## config.mk

```make
export PLATFORM = sky130hd
export DESIGN_NAME = dkong_rom_loader
export DESIGN_NICKNAME = d
export VERILOG_FILES = /design/src/rtl/dkong_rom_loader.sv
export SDC_FILE = /design/constraint.sdc
export NUM_CORES = 1
export LEC_CHECK = 0
export ABC_AREA = 1
export CELL_PAD_IN_SITES_DETAIL_PLACEMENT = 0
export CELL_PAD_IN_SITES_GLOBAL_PLACEMENT = 2
export CORE_MARGIN = 3
export CORE_UTILIZATION = 25
export CTS_CLUSTER_DIAMETER = 150
export DETAILED_ROUTE_END_ITERATION = 10
export GPL_TIMING_DRIVEN = 1
export PLACE_DENSITY_LB_ADDON = 0.25
export SETUP_SLACK_MARGIN = 0.02
export SLEW_MARGIN = 15
export SYNTH_ARGS = -nofsm -noshare
export SYNTH_HDL_FRONTEND = slang
export SYNTH_SLANG_ARGS = --single-unit
```

## constraint.sdc

```tcl
create_clock -name I_CLK_24576M -period 2.2 [get_ports I_CLK_24576M]
set_clock_uncertainty 0.05 [all_clocks]
set_input_delay 0.22 -clock I_CLK_24576M [delete_from_list [all_inputs] [get_ports I_CLK_24576M]]
set_output_delay 0.22 -clock I_CLK_24576M [all_outputs]
set_load 0.05 [all_outputs]
```

## src/rtl/dkong_rom_loader.sv

```systemverilog
// Routes the HPS download stream into the Donkey Kong ROM write ports, mod and DIP
// registers, and holds the game core in reset until a full ROM image has loaded.
module dkong_rom_loader #(
  parameter logic [31:0] MAIN_SIZE  = 32'h8000,
  parameter logic [31:0] SND_BASE   = 32'hE000,
  parameter logic [31:0] WAV_BASE   = 32'h10000,
  parameter logic [31:0] MIN_BYTES  = 32'h10000,
  parameter int unsigned REL_CYCLES = 16
) (
  input  logic        I_CLK_24576M,
  input  logic        I_RESETn,
  input  logic        I_DL_DOWNLOAD,
  input  logic        I_DL_WR,
  input  logic [7:0]  I_DL_INDEX,
  input  logic [24:0] I_DL_ADDR,
  input  logic [7:0]  I_DL_DATA,
  output logic [15:0] O_ROM_ADDR,
  output logic [7:0]  O_ROM_DATA,
  output logic        O_MAIN_WE,
  output logic        O_SND_WE,
  output logic        O_WAV_WE,
  output logic [7:0]  O_MOD,
  output logic [7:0]  O_DIP_SW,
  output logic        O_CORE_RESETn,
  output logic        O_BUSY,
  output logic        O_LOAD_ERR
);

  localparam logic [31:0] SND_END  = SND_BASE + 32'd4096;
  localparam logic [31:0] WAV_END  = WAV_BASE + 32'd65536;
  localparam logic [15:0] REL_LOAD = 16'(REL_CYCLES);

  typedef enum logic [2:0] {S_IDLE, S_LOAD, S_CHECK, S_RELEASE, S_RUN} state_t;

  state_t      state_q, state_d;
  logic        dl_q;
  logic [24:0] cnt_q, cnt_d;
  logic [15:0] rel_q, rel_d;
  logic        err_q, err_d;
  logic        main_we_q, main_we_d;
  logic        snd_we_q, snd_we_d;
  logic        wav_we_q, wav_we_d;
  logic [15:0] rom_addr_q, rom_addr_d;
  logic [7:0]  rom_data_q, rom_data_d;
  logic [7:0]  mod_q, mod_d;
  logic [7:0]  dip_q, dip_d;

  logic        dl_rise, dl_fall, rom_strobe;
  logic        in_main, in_snd, in_wav;
  logic [31:0] addr32;

  always_comb begin
    dl_rise    = I_DL_DOWNLOAD & ~dl_q;
    dl_fall    = ~I_DL_DOWNLOAD & dl_q;
    rom_strobe = I_DL_WR & I_DL_DOWNLOAD & (I_DL_INDEX == 8'd0) & (state_q == S_LOAD);
    addr32     = {7'd0, I_DL_ADDR};
    in_main    = addr32 < MAIN_SIZE;
    in_snd     = (addr32 >= SND_BASE) && (addr32 < SND_END);
    in_wav     = (addr32 >= WAV_BASE) && (addr32 < WAV_END);
  end

  always_comb begin
    state_d = state_q;
    cnt_d   = cnt_q;
    rel_d   = rel_q;
    err_d   = err_q;
    unique case (state_q)
      S_IDLE, S_RUN: begin
        if (dl_rise) begin
          state_d = S_LOAD;
          cnt_d   = '0;
          err_d   = 1'b0;
        end
      end
      S_LOAD: begin
        if (rom_strobe && (cnt_q != '1)) cnt_d = cnt_q + 25'd1;
        if (dl_fall) state_d = S_CHECK;
      end
      S_CHECK: begin
        if ({7'd0, cnt_q} >= MIN_BYTES) begin
          state_d = S_RELEASE;
          err_d   = 1'b0;
          rel_d   = REL_LOAD;
        end else begin
          state_d = S_IDLE;
          err_d   = 1'b1;
        end
      end
      S_RELEASE: begin
        if (dl_rise) begin
          state_d = S_LOAD;
          cnt_d   = '0;
          err_d   = 1'b0;
        end else begin
          // Leave when the counter reaches zero, so RELEASE lasts REL_CYCLES cycles.
          if (rel_q != '0) rel_d = rel_q - 16'd1;
          if (rel_q <= 16'd1) state_d = S_RUN;
        end
      end
      default: state_d = S_IDLE;
    endcase
  end

  always_comb begin
    main_we_d  = rom_strobe & in_main;
    snd_we_d   = rom_strobe & ~in_main & in_snd;
    wav_we_d   = rom_strobe & ~in_main & ~in_snd & in_wav;
    rom_addr_d = rom_addr_q;
    rom_data_d = rom_data_q;
    if (main_we_d) begin
      rom_addr_d = I_DL_ADDR[15:0];
      rom_data_d = I_DL_DATA;
    end else if (snd_we_d) begin
      rom_addr_d = 16'(addr32 - SND_BASE);
      rom_data_d = I_DL_DATA;
    end else if (wav_we_d) begin
      rom_addr_d = 16'(addr32 - WAV_BASE);
      rom_data_d = I_DL_DATA;
    end
    mod_d = mod_q;
    dip_d = dip_q;
    if (I_DL_WR && (I_DL_INDEX == 8'd1)) mod_d = I_DL_DATA;
    if (I_DL_WR && (I_DL_INDEX == 8'd254) && (I_DL_ADDR == '0)) dip_d = I_DL_DATA;
  end

  always_ff @(posedge I_CLK_24576M or negedge I_RESETn) begin
    if (!I_RESETn) begin
      state_q    <= S_IDLE;
      dl_q       <= 1'b0;
      cnt_q      <= '0;
      rel_q      <= '0;
      err_q      <= 1'b0;
      main_we_q  <= 1'b0;
      snd_we_q   <= 1'b0;
      wav_we_q   <= 1'b0;
      rom_addr_q <= '0;
      rom_data_q <= '0;
      mod_q      <= '0;
      dip_q      <= '0;
    end else begin
      state_q    <= state_d;
      dl_q       <= I_DL_DOWNLOAD;
      cnt_q      <= cnt_d;
      rel_q      <= rel_d;
      err_q      <= err_d;
      main_we_q  <= main_we_d;
      snd_we_q   <= snd_we_d;
      wav_we_q   <= wav_we_d;
      rom_addr_q <= rom_addr_d;
      rom_data_q <= rom_data_d;
      mod_q      <= mod_d;
      dip_q      <= dip_d;
    end
  end

  assign O_ROM_ADDR    = rom_addr_q;
  assign O_ROM_DATA    = rom_data_q;
  assign O_MAIN_WE     = main_we_q;
  assign O_SND_WE      = snd_we_q;
  assign O_WAV_WE      = wav_we_q;
  assign O_MOD         = mod_q;
  assign O_DIP_SW      = dip_q;
  assign O_CORE_RESETn = (state_q == S_RUN);
  assign O_BUSY        = (state_q != S_RUN);
  assign O_LOAD_ERR    = err_q;

endmodule

```

==> results of run 1 <==
kinds of logic after synthesis:
family / after synthesis / share of synthesized area [%]
simple gates: 508 / 41.3
flops: 89 / 43.3
buf+inv: 78 / 6.39
compound gates: 46 / 5.18
xor+xnor: 14 / 2.38
fa+ha+maj: 6 / 1.46
registers in the layout (all words and copies together), names as in the netlist:
name and count:
O_MOD 8, O_MAIN_WE 1, O_WAV_WE 1, O_LOAD_ERR 1, cnt_q 25, O_ROM_DATA 8
dl_q 1, rel_q 16, O_SND_WE 1, O_DIP_SW 8, state_q 3, O_ROM_ADDR 16
metrics by stage:
stage	power, mW	cell area, um^2	hold WS [ns]	util (%)
after floorplan	3.56	5150	-0.126	-
after global placement	4.19	6510	0.134	32.8
after detailed placement	4.20	6510	0.135	32.8
after CTS	5.83	6820	0.319	34.4
after global routing	6.21	6830	0.340	34.4
final	5.75	6830	0.304	34.4
final cells by class:
| type | count | area share, % |
|---|---|---|
| clock inverter | 7 | 1.19 |
| timing repair buffer | 119 | 16.7 |
| tap | 265 | 4.85 |
| multi-input combinational | 574 | 38.1 |
| clock buffer | 9 | 3.30 |
| sequential | 89 | 32.6 |
| inverter | 60 | 3.30 |
metal layers:
metal	vias up	global-route usage, %	share of wire (%)
met5	-	0	0
met4	0	4.62	1.5
met3	13	4.48	7.2
met2	94	22.6	45
met1	2260	18.3	47
li1	2542	-	-
power breakdown:
group	leakage [nW]	switching [mW]	internal, mW	total [mW]
clock	0.150	0.791	0.812	1.60
sequential	1.23	0.158	1.77	1.93
combinational	1.89	1.45	0.764	2.21
total	3.27	2.40	3.35	5.75
how the worst min path moves through the flow:
stage | start | end | slack (ns)
detailed placement | I_RESETn | cnt_q[15] | 0.13
finish | I_RESETn | cnt_q[15] | 0.30
CTS | I_RESETn | cnt_q[15] | 0.32
floorplan | I_RESETn | O_DIP_SW[0] | -0.13
global route | I_RESETn | cnt_q[14] | 0.34
global placement | I_RESETn | cnt_q[15] | 0.13
worst max-delay path: stages (launching register included):
cell and delay [ns]:
sky130_fd_sc_hd__dfrtp_1 0.42, sky130_fd_sc_hd__ha_1 0.21, sky130_fd_sc_hd__nand2_2 0.09, sky130_fd_sc_hd__nor2_4 0.13, sky130_fd_sc_hd__nand2_4 0.08, sky130_fd_sc_hd__nor2_4 0.13, sky130_fd_sc_hd__nand2_2 0.08, sky130_fd_sc_hd__nand2_4 0.07
sky130_fd_sc_hd__buf_4 0.11, sky130_fd_sc_hd__nand2_4 0.09, sky130_fd_sc_hd__nand2_4 0.27, sky130_fd_sc_hd__nand2_1 0.11, sky130_fd_sc_hd__nand2_1 0.08
what timing repair did:
item / CTS / global route
endpoints found under the setup margin: 1 / 15
gates resized for setup: 1 / 1
hold buffers: 1 / 0
endpoints found under the hold margin: 26 / 0
synth_stat cells, drive strengths merged:
| cell type | instances |
|---|---|
| o22ai | 1 |
| a21oi | 3 |
| nand4 | 5 |
| o21bai | 3 |
| a21o | 5 |
| a21boi | 1 |
| ha | 6 |
| nand2 | 286 |
| dfrtp | 89 |
| nand3b | 1 |
| xor2 | 5 |
| or2 | 1 |
| inv | 60 |
| o211ai | 2 |
| xnor2 | 9 |
| o21ai | 30 |
| buf | 13 |
| nor2 | 131 |
| o41ai | 1 |
| nand3 | 74 |
| nor3 | 9 |
| clkbuf | 5 |
| nor3b | 1 |
==> results.sh, run 1 <==
export IMPL_tns_ns=0
export IMPL_worst_r2r_setup_slack_ns=0.23
export IMPL_clock_fmax_mhz=507
export IMPL_synthesis_nets=792
export IMPL_die_area_mm2=0.0224
export IMPL_synthDominantCellAreaShare_pct=43.3
export IMPL_global_route_overflow_total=0
export IMPL_timing_endpoint_of_the_critical_path="cnt_q[17]"
export IMPL_most_common_layout_cells="278 x sky130_fd_sc_hd__nand2_1, 123 x sky130_fd_sc_hd__nor2_1, 89 x sky130_fd_sc_hd__dfrtp_1"
export IMPL_cts_buffers_inserted=9
export IMPL_p_per_area_mw_per_mm2=841
export IMPL_num_fill_cells=2109
export IMPL_remaining_antenna_violation_count_after_routing=0
export IMPL_die_height_um=150
export IMPL_syn_to_final_growth_pct=32.7
export IMPL_post_cts_repair_setup_buffers=0
export IMPL_worst_pin_slew_ns=0.573
export IMPL_dieWidth_um=150
export IMPL_number_of_failing_setup_endpoints_in_the_final_timing_report=0
export IMPL_number_of_synthesis_warnings=0
export IMPL_final_seq_area_mm2=0.00223
export IMPL_final_net_count=904
export IMPL_global_route_wire_length_before_repair_um=25500
export IMPL_cts_reportedPaths_clkPinSlew_ns=0.08
export IMPL_initial_util_pct=25.9
export IMPL_max_cap_violations=0
export IMPL_syn_area_mm2=0.00515
export IMPL_max_slew_margin_rel_pct=61.7
export IMPL_worst_skew_pair_late_latency_ns=0.35
export IMPL_via_count_of_the_first_global_routing_pass=5072
export IMPL_io_pins=91
export IMPL_finalCritPeriodShare_pct=89.6
export IMPL_syn_instance_count=741
export IMPL_worstSetupStartpointType="register"
export IMPL_multiInputGateArea_mm2=0.00260
export IMPL_worst_ep_required_time_ns=2.44
export IMPL_dp_slack_ns=-0.107
export IMPL_core_area_mm2=0.0198
export IMPL_number_of_antenna_violations_at_the_first_check_in_global_routing=0
export IMPL_routedWlPerCell_um=13.5
export IMPL_final_layout_size_suffix_gt1_share_pct=8.39
export IMPL_hold_viol=0
export IMPL_postSynthRegisterBits=89
export IMPL_min_delay_path_class="in -> async"
export IMPL_place_hpwl_um=11500
export IMPL_irDropWorstVdd_mv=0.474
export IMPL_worst_setup_path_startpoint="cnt_q[1]"
export IMPL_most_frequent_standard_cell_in_the_layout_excluding_fill_and_tap_cells="sky130_fd_sc_hd__nand2_1"
export IMPL_grt_start_max_net_pins=35
export IMPL_firstDrtPassIters=4
export IMPL_synth_top_area_cell="sky130_fd_sc_hd__dfrtp_1"
export IMPL_clockBufferDepth=2
export IMPL_run_status="finished clean"
export IMPL_io_buffers=90
export IMPL_ys_top_cells_by_area="sky130_fd_sc_hd__dfrtp_1 43%, sky130_fd_sc_hd__nand2_1 20%, sky130_fd_sc_hd__nor2_1 9.0%"
export IMPL_critical_path_at_ns=2.21
export IMPL_reg2regPathDepth=12
export IMPL_cts_sink_count=89
export IMPL_layout_min_cycle_time_ns=1.97
export IMPL_setup_slack_ns=0.228
export IMPL_insertedDiodeCount=0
export IMPL_gp_congestion=0.833
export IMPL_drc_errors=0
export IMPL_yosysSeqAreaShare_pct=43.3
export IMPL_final_max_slew_viol_count=0
export IMPL_h_tree_depth=3
export IMPL_post_synth_cell_area_avg_um2=6.95
export IMPL_cell_variety_after_synth=34
export IMPL_dr_total_vias=4909
export IMPL_worstSetupEndpointType="register"
export IMPL_timing_rr_end="cnt_q[17]"
export IMPL_global_route_usage_sum_pct=14.2
export IMPL_rows=51
export IMPL_worst_setup_path_type="reg -> reg"
export IMPL_route_detailed_vias_per_inst=4.37
export IMPL_total_placed_cells_including_tap_cells=1106
export IMPL_crit_path_max_fanout=25
export IMPL_wl_um=15200
export IMPL_worstReg2RegStart="cnt_q[1]"
export IMPL_drt_iter0_drc=285
export IMPL_post_layout_nonfiller_instances=1123
export IMPL_cts_tree="done"
export IMPL_cts_root_buf="sky130_fd_sc_hd__clkbuf_16"
export IMPL_total_leakage_power_nw=3.27
export IMPL_rsz_0062_raised_after_global_routing="false"
Note: power is estimated with default switching activity, not from simulation.
==> run 2, diff against run 1 <==
CAP_MARGIN = 20   (was default)
==> results of run 2 <==
Final layout, timing and power as in run 1 (identical DEF).
==> run 3, diff against run 2 <==
--- a/constraint.sdc
+++ b/constraint.sdc
@@ -3,3 +3,3 @@
 set_input_delay 0.22 -clock I_CLK_24576M [delete_from_list [all_inputs] [get_ports I_CLK_24576M]]
 set_output_delay 0.22 -clock I_CLK_24576M [all_outputs]
-set_load 0.05 [all_outputs]
+set_load 0.02 [all_outputs]
==> run 3 against run 2 <==
Combinational power shrank 3%. Largest power group unchanged. Critical path type is now reg -> out. Largest cell class unchanged. Non-clock buffer count unchanged. Setup slack got worse by 0.044 ns. Cell area barely moved. Routed wire length down 0.23%. Sequential power about the same.
==> results.sh, run 3 (synthesized netlist as in run 1, its figures left out) <==
export IMPL_run_status="finished clean"
export IMPL_worst_skew_pair_late_latency_ns=0.35
export IMPL_drt_iter0_drc=187
export IMPL_initial_util_pct=25.9
export IMPL_clockBufferDepth=2
export IMPL_layout_min_cycle_time_ns=2.02
export IMPL_drc_errors=0
export IMPL_gp_congestion=0.834
export IMPL_irDropWorstVdd_mv=0.367
export IMPL_remaining_antenna_violation_count_after_routing=0
export IMPL_cts_sink_count=89
export IMPL_io_pins=91
export IMPL_syn_to_final_growth_pct=32.6
export IMPL_post_cts_repair_setup_buffers=0
export IMPL_die_area_mm2=0.0224
export IMPL_hold_viol=0
export IMPL_min_delay_path_class="in -> async"
export IMPL_grt_start_max_net_pins=35
export IMPL_via_count_of_the_first_global_routing_pass=5082
export IMPL_routedWlPerCell_um=13.5
export IMPL_worst_ep_required_time_ns=1.93
export IMPL_most_common_layout_cells="278 x sky130_fd_sc_hd__nand2_1, 122 x sky130_fd_sc_hd__nor2_1, 89 x sky130_fd_sc_hd__dfrtp_1"
export IMPL_io_buffers=90
export IMPL_cts_tree="done"
export IMPL_worstSetupEndpointType="output pin"
export IMPL_largest_register_ff_count=25
export IMPL_finalCritPeriodShare_pct=91.6
export IMPL_insertedDiodeCount=0
export IMPL_cp_slowest_stage_delay_ns=0.53
export IMPL_multiInputGateArea_mm2=0.00260
export IMPL_firstDrtPassIters=4
export IMPL_rsz_0062_raised_after_global_routing="false"
export IMPL_number_of_failing_setup_endpoints_in_the_final_timing_report=0
export IMPL_number_of_antenna_violations_at_the_first_check_in_global_routing=0
export IMPL_crit_path_max_fanout=5
export IMPL_largest_register="cnt_q"
export IMPL_worst_hold_margin_ns=0.313
export IMPL_final_layout_size_suffix_gt1_share_pct=8.39
export IMPL_cts_buffers_inserted=9
export IMPL_worstSetupStartpointType="register"
export IMPL_worst_pin_slew_ns=0.513
export IMPL_clock_fmax_mhz=496
export IMPL_core_area_mm2=0.0198
export IMPL_crit_path_top_delay_cell="sky130_fd_sc_hd__clkdlybuf4s50_1"
export IMPL_cts_reportedPaths_clkPinSlew_ns=0.07
export IMPL_max_slew_margin_rel_pct=65.7
export IMPL_global_route_usage_sum_pct=14.3
export IMPL_dieWidth_um=150
export IMPL_dr_total_vias=4889
export IMPL_place_hpwl_um=11500
export IMPL_worst_setup_path_type="reg -> out"
export IMPL_most_frequent_standard_cell_in_the_layout_excluding_fill_and_tap_cells="sky130_fd_sc_hd__nand2_1"
export IMPL_rows=51
export IMPL_num_fill_cells=2082
export IMPL_die_height_um=150
export IMPL_critical_path_at_ns=1.75
export IMPL_global_route_wire_length_before_repair_um=25600
export IMPL_final_net_count=904
export IMPL_cts_root_buf="sky130_fd_sc_hd__clkbuf_16"
export IMPL_h_tree_depth=3
export IMPL_path_cells="inv_2, nand2_1, nor2_2, inv_1, clkdlybuf4s50_1"
export IMPL_total_power_mw=5.65
export IMPL_wl_um=15200
export IMPL_final_seq_area_mm2=0.00223
export IMPL_max_cap_violations=0
export IMPL_final_max_slew_viol_count=0
export IMPL_total_leakage_power_nw=3.26
export IMPL_p_per_area_mw_per_mm2=827
export IMPL_route_detailed_vias_per_inst=4.35
export IMPL_global_route_overflow_total=0
-- run 3: path summary, 6_finish.rpt --
| check | cells after the start | slack (ns) | to | start |
|---|---|---|---|---|
| min in group I_CLK_24576M | 3 | 0.38 | O_ROM_DATA[6] | I_DL_DATA[6] |
| max reg2reg | 12 | 0.24 | cnt_q[10] | cnt_q[1] |
| min reg2reg | 2 | 0.44 | O_DIP_SW[1] | O_DIP_SW[1] |
| max in group asynchronous | 3 | 1.21 | state_q[0] | I_RESETn |
| min | 2 | 0.31 | cnt_q[15] | I_RESETn |
| max | 5 | 0.18 | O_BUSY | state_q[1] |
-- run 3: final cells by class --
cell class	count	area share [%]
Clock buffer	9	3.30
Tap cell	265	4.86
Multi-Input combinational cell	574	38.1
Sequential cell	89	32.6
Clock inverter	7	1.04
Timing Repair Buffer	119	16.7
Inverter	60	3.30
-- run 3: where the power goes --
part	switching (mW)	internal, mW	leakage, nW
Combinational	1.38	0.769	1.89
Sequential	0.157	1.77	1.23
Clock	0.764	0.801	0.139
-- run 3: layer usage --
| metal | vias to the layer above | GRT usage (%) | routed length (um) | part of all wire [%] |
|---|---|---|---|---|
| met3 | 17 | 4.66 | 1090 | 7.2 |
| met1 | 2224 | 18.1 | 7060 | 47 |
| met4 | 0 | 4.90 | 252 | 1.7 |
| met5 | - | 0 | 0 | 0 |
| li1 | 2546 | - | - | - |
| met2 | 102 | 22.9 | 6760 | 45 |
-- run 3: worst max-delay path, delay by kind of cell (launching register included) --
| kind | cells | cell delay, ns |
|---|---|---|
| flip-flops | 1 | 0.44 |
| buffers and inverters | 3 | 0.68 |
| AND/OR/NAND/NOR | 2 | 0.29 |
-- run 3: what timing repair did --
item                                    CTS  global route
hold buffers                              1             0
resized for setup                         1             2
hold endpoints to repair                 26             0
endpoints found under the setup margin    1            17
gates cloned                              0             0
-- run 3: metrics by stage --
step,setup slack [ns],setup TNS (ns),utilization [%],cell area [um^2],std cells
6_report,0.184,0,34.4,6830,1123
5_1_grt,0.0462,0,34.4,6830,1123
4_1_cts,0.0823,0,34.3,6820,1123
3_5_place_dp,-0.113,-1.64,32.8,6510,1106
3_3_place_gp,-0.0802,-1.23,32.8,6510,1106
2_1_floorplan,0.469,0,-,5150,741
